**config.mk**
```make
export PLATFORM = sky130hd
export DESIGN_NAME = mask_index_encoder
export DESIGN_NICKNAME = d
export VERILOG_FILES = /design/src/rtl/mask_index_encoder.sv
export SDC_FILE = /design/constraint.sdc
export NUM_CORES = 1
export LEC_CHECK = 0
export BUFFER_PORTS_ARGS = -buffer_cell sky130_fd_sc_hd__buf_2
export CORE_UTILIZATION = 56
export DETAILED_ROUTE_END_ITERATION = 10
export GPL_TIMING_DRIVEN = 0
export HOLD_SLACK_MARGIN = 0.03
export PLACE_DENSITY = 0.79
export RECOVER_POWER = 50
export REMOVE_ABC_BUFFERS = 1
export SYNTH_ARGS = -nofsm -noshare
export SYNTH_HDL_FRONTEND = slang
export SYNTH_SLANG_ARGS = --single-unit
```
**constraint.sdc**
```tcl
create_clock -name clk -period 1.7 [get_ports clk]
set_input_delay 0.085 -clock clk [delete_from_list [all_inputs] [get_ports clk]]
set_output_delay 0.085 -clock clk [all_outputs]
set_load 0.005 [all_outputs]
```
**src/rtl/mask_index_encoder.sv**
```systemverilog
// Sequential mask-to-index encoder: emits the index of every set bit of an
// accepted mask, one per beat, with valid/ready on both sides.
// Ports: clk, rst_n; i/i_valid/i_ready (mask in); o/o_valid/o_ready/o_last/o_none (beats out).
module mask_index_encoder #(
  parameter int N         = 8,
  parameter int IW        = 3,
  parameter bit LSB_FIRST = 1'b1
) (
  input  logic          clk,
  input  logic          rst_n,
  input  logic [N-1:0]  i,
  input  logic          i_valid,
  output logic          i_ready,
  output logic [IW-1:0] o,
  output logic          o_valid,
  input  logic          o_ready,
  output logic          o_last,
  output logic          o_none
);

  typedef enum logic {IDLE, EMIT} state_t;

  state_t        state_q, state_d;
  logic [N-1:0]  pend_q, pend_d;
  logic          irdy_q, irdy_d;
  logic          ov_q, ov_d;
  logic [IW-1:0] o_q, o_d;
  logic          last_q, last_d;
  logic          none_q, none_d;
  logic [N-1:0]  oh;
  logic [N-1:0]  nxt;

  // Scan direction decides which set bit wins.
  function automatic logic [IW-1:0] first_idx(input logic [N-1:0] m);
    logic [IW-1:0] r;
    r = '0;
    if (LSB_FIRST) begin
      for (int p = N - 1; p >= 0; p--)
        if (m[p]) r = p[IW-1:0];
    end else begin
      for (int p = 0; p < N; p++)
        if (m[p]) r = p[IW-1:0];
    end
    return r;
  endfunction

  // m & (m-1) strips the lowest set bit; zero means popcount <= 1.
  function automatic logic at_most_one(input logic [N-1:0] m);
    return (m & (m - {{(N-1){1'b0}}, 1'b1})) == '0;
  endfunction

  always_comb begin
    state_d = state_q;
    pend_d  = pend_q;
    irdy_d  = irdy_q;
    ov_d    = ov_q;
    o_d     = o_q;
    last_d  = last_q;
    none_d  = none_q;
    oh      = '0;
    oh[o_q] = 1'b1;
    nxt     = pend_q & ~oh;
    unique case (state_q)
      IDLE: begin
        irdy_d = 1'b1;
        if (i_valid && irdy_q) begin
          state_d = EMIT;
          pend_d  = i;
          irdy_d  = 1'b0;
          ov_d    = 1'b1;
          o_d     = first_idx(i);
          last_d  = at_most_one(i);
          none_d  = (i == '0);
        end
      end
      EMIT: begin
        if (o_ready) begin
          pend_d = nxt;
          none_d = 1'b0;
          if (last_q) begin
            state_d = IDLE;
            irdy_d  = 1'b1;
            ov_d    = 1'b0;
            o_d     = '0;
            last_d  = 1'b0;
          end else begin
            o_d    = first_idx(nxt);
            last_d = at_most_one(nxt);
          end
        end
      end
      default: state_d = IDLE;
    endcase
  end

  always_ff @(posedge clk or negedge rst_n) begin
    if (!rst_n) begin
      state_q <= IDLE;
      pend_q  <= '0;
      irdy_q  <= 1'b0;
      ov_q    <= 1'b0;
      o_q     <= '0;
      last_q  <= 1'b0;
      none_q  <= 1'b0;
    end else begin
      state_q <= state_d;
      pend_q  <= pend_d;
      irdy_q  <= irdy_d;
      ov_q    <= ov_d;
      o_q     <= o_d;
      last_q  <= last_d;
      none_q  <= none_d;
    end
  end

  assign i_ready = irdy_q;
  assign o_valid = ov_q;
  assign o       = o_q;
  assign o_last  = last_q;
  assign o_none  = none_q;

endmodule

```
==> summary.log <==
qor: run_status.outcome complete, but fails checks
qor: run_status.failed_checks negative setup slack
qor: power.cellPowerDensity 1863 mW/mm^2
qor: sta.max_slew_headroom 40.75%
qor: routing.route.antenna.remaining_nets 0
qor: global_routing.met2_usage 47.49%
qor: setup_path.setup.worst_path.start_class flop
qor: clock_network.clock-root-buffer clkbuf_4
qor: global_routing.wire_length_of_the_first_global_routing_pass 5.375 mm
qor: clock_network.worst_skew_pair.late_latency 290 ps
qor: placed_design.gpl.final_weighted_congestion 0.9169
qor: sta.rsz0062_at_grt yes
qor: power.vdd_drop_max 0.001429 V
qor: job.max_cap_viol_count 0
qor: die.core.rowCount 16
qor: power.p_total 2.753 mW
qor: hold_path.min_path_type primary input to flop
qor: setup_path.worst_setup_path_end_kind flop
qor: yosys.syn_avg_cell_area 7.773 um^2
qor: routing.detail_route.drc_violations 0
qor: yosys.synth.lib_cells_used.distinct 42
qor: setup_path.critPathBufInv 1
qor: yosys.synth_top_area_cell dfrtp_1
qor: hold_path.worst_hold_startpoint i[0]
qor: yosys.ys_seq_elements 16
qor: placed_design.io_buffer_count 18
qor: clock_network.cts_num_sinks 16
qor: sta.finalCritPeriodShare 104.8%
qor: clock_network.cts.path.max_buffers 2
qor: yosys.synth_cells 160
qor: clock_network.tritoncts.num_buffers 3
qor: sta.layout_setup_ws -81.11 ps
qor: sta.final-hold-violation-count 0
qor: routing.via_count 1318
qor: yosys.number_of_warnings_printed_during_yosys_synthesis 0
qor: sta.report.final.setup_viol 1
qor: routing.drt-pass1-iter-count 4
qor: global_routing.grt_pass1_vias 1167
qor: die.design.die.area 0.002413 mm^2
qor: yosys.synth.yosys.seq_area_share 32.19%
qor: setup_path.cp_data_required_time 1910 ps
qor: placed_design.dp.final_hpwl 2.131 mm
qor: global_routing.grt_util_met1 38.89%
qor: yosys.synth_top_area_share 32.19%
qor: routing.detail_route.iter0.violations 61
qor: global_routing.grt_util_met3 3.738%
qor: sta.clock_skew 4.129 ps
qor: sta.period_needed 1781 ps
qor: setup_path.cp_cell_sequence buf_4 > mux2_2 > o22ai_2 > nand2_1 > a31oi_1 > o22ai_2 > a31oi_1
qor: sta.slew_viol_final 0
qor: global_routing.pin_count_of_the_biggest_net_entering_global_routing 20
qor: routing.vias_per_cell 6.276
qor: sta.setup_tns -81.11 ps
qor: routing.post_drt_wl_per_cell 15.81 um
qor: yosys.synth_top_flop_cell dfrtp_1
qor: global_routing.grt.busiest_layer met2
qor: yosys.asyncSetResetFlopFracSynth 100.0%
qor: setup_path.cp_slowest_stage_delay 520 ps
qor: setup_path.worstPathArrival 2000 ps
qor: final_layout.nFillCells 160
qor: die.coreArea 0.002022 mm^2
qor: setup_path.critical_path.slowest_cell dfrtp_4
qor: setup_path.crit_fanout 6
qor: routing.finalWirelength 3.321 mm
qor: final_layout.antennaDiodeCount 0
qor: final_layout.drive_above_1_share 27.32%
qor: clock_network.cts_tree built
qor: die.starting_density 61.51%
qor: sta.timing_worst_slew_pin_value 888.8 ps
qor: yosys.number_of_enable_type_register_cells_in_the_synthesized_netlist 0
qor: clock_network.cts_htree_levels 1
qor: clock_network.path_clk_slew 100 ps
qor: global_routing.gr-total-overflow 0
qor: setup_path.critPathTopFamily compound AO/OA/AOI/OAI gates
qor: power.leakage 0.6363 nW
qor: global_routing.antenna_found_initial 0
qor: yosys.post_synth_main_area_contributors dfrtp_1 32%, nand2_1 7.2%, a21oi_1 6.0%, o21ai_0 5.2%, nor2_1 4.2%
qor: yosys.mappedNetlistArea 0.001244 mm^2
qor: die.chipHeight 49.13 um
qor: global_routing.grt_total_usage 29.56%
qor: sta.maxClockFrequency 561.4 MHz
qor: setup_path.worst-setup-path-type flop to flop
qor: setup_path.rr_startpoint o[0]$_DFFE_PN0P_
qor: die.floorplan.die.width 49.13 um
qor: final_layout.finalNetCount 197
qor: die.num_io_pins 19
qor: final_layout.flow.area_growth_from_synthesis 18.81%
qor: setup_path.cp-startpoint o[0]$_DFFE_PN0P_
-- area by class of cell --
type                       count  area [um^2]  area share [%]
tap                           27        33.78           2.286
sequential                    16        407.9           27.60
timing repair buffer          30        181.4           12.28
multi-input combinational    128        809.5           54.78
inverter                       6        22.52           1.524
clock buffer                   3        22.52           1.524
-- layer usage --
| layer | routed length (um) | up-vias |
|---|---|---|
| met5 | 0 | - |
| met4 | 100 | 0 |
| met3 | 224 | 13 |
| met2 | 1589 | 72 |
| met1 | 1407 | 600 |
| li1 | - | 633 |
-- power breakdown --
group,total (mW),internal (mW),switching (mW)
Sequential,0.901,0.551,0.350
Combinational,1.65,0.821,0.825
Clock,0.206,0.0824,0.124
-- metrics by stage --
step                setup slack, ps  cells  cell area [um^2]  utilization [%]  hold slack, ps
floorplan                    -60.93    150              1194                -          -210.6
global placement             -378.9    195              1318            65.16           12.78
detailed placement           -450.7    195              1318            65.16           23.73
CTS                          -4.218    206              1425            70.48           91.61
global route                 -142.2    210              1478            73.08           111.8
finish                       -81.11    210              1478            73.08           94.69
-- cells in the final DEF (no fill, tap or decap), types with 2 or more instances in the layout --
cell type	synthesis	routed
o22ai_1	5	3
a21oi_1	15	14
maj3_1	2	2
o221ai_1	2	2
nand2_1	24	24
nand2b_1	6	5
nand3_1	3	3
a21o_1	4	3
clkbuf_4	0	3
o21a_1	3	3
dfrtp_1	16	12
mux2i_1	2	2
nor3_1	5	5
clkbuf_1	5	2
a31oi_1	2	2
a22o_1	5	5
inv_1	6	6
o22ai_2	0	2
nor2_1	14	12
dfrtp_2	0	3
o21ai_0	13	12
buf_4	0	9
buf_2	4	17
nand4_1	2	2
-- logic make-up after synthesis --
logic type,synth area share (%)
buffers and inverters,5.835
DFF,32.19
and+or+nand+nor,23.24
AOI/OAI and AO/OA,32.70
xor gates and xnor gates,0.7044
adders and majority gates,1.610
muxes,3.722
-- flip-flops by register name, indices dropped and copies added, names as in the netlist --
| signal | cells |
|---|---|
| o_valid | 1 |
| o_none | 1 |
| state_q | 1 |
| o | 3 |
| o_last | 1 |
| pend_q | 8 |
| i_ready | 1 |
-- repair_timing --
action / 4_1_cts / 5_1_grt
pin swaps: 6 / 6
hold buffers: 1 / 0
endpoints found under the setup margin: 13 / 6
gates cloned: 0 / 0
endpoints found under the hold margin: 16 / 0
buffers inserted: 7 / 4
resized for setup: 9 / 8
-- final timing paths --
path | endpoint | slack, ps | cells after the start
setup reg to reg | o_last$_DFFE_PN0P_ | -80 | 7
hold / removal | pend_q[0]$_DFFE_PN0P_ | 90 | 2
min in group asynchronous | i_ready$_DFFE_PN0P_ | 460 | 2
setup / recovery | o_last$_DFFE_PN0P_ | -80 | 7
hold reg to reg | o_valid$_DFFE_PN0P_ | 490 | 1
max in group asynchronous | o[0]$_DFFE_PN0P_ | 600 | 2
-- synth_stat cells, types with 2 or more instances --
cell type / instances
o21ai_0: 13
nand2b_1: 6
mux2i_1: 2
nor3_1: 5
nor2_1: 14
a22o_1: 5
clkbuf_1: 5
buf_2: 4
inv_1: 6
nand3_1: 3
nand4_1: 2
maj3_1: 2
o221ai_1: 2
nand2_1: 24
a21o_1: 4
a31oi_1: 2
o21a_1: 3
dfrtp_1: 16
a21oi_1: 15
o22ai_1: 5
-- worst register-to-register path, stage by stage, from the launching register on --
cell and delay [ps]:
dfrtp_4 520, buf_4 150, mux2_2 270, o22ai_2 170, nand2_1 100, a31oi_1 200, o22ai_2 110, a31oi_1 190
(Power assumes the default switching activity.)
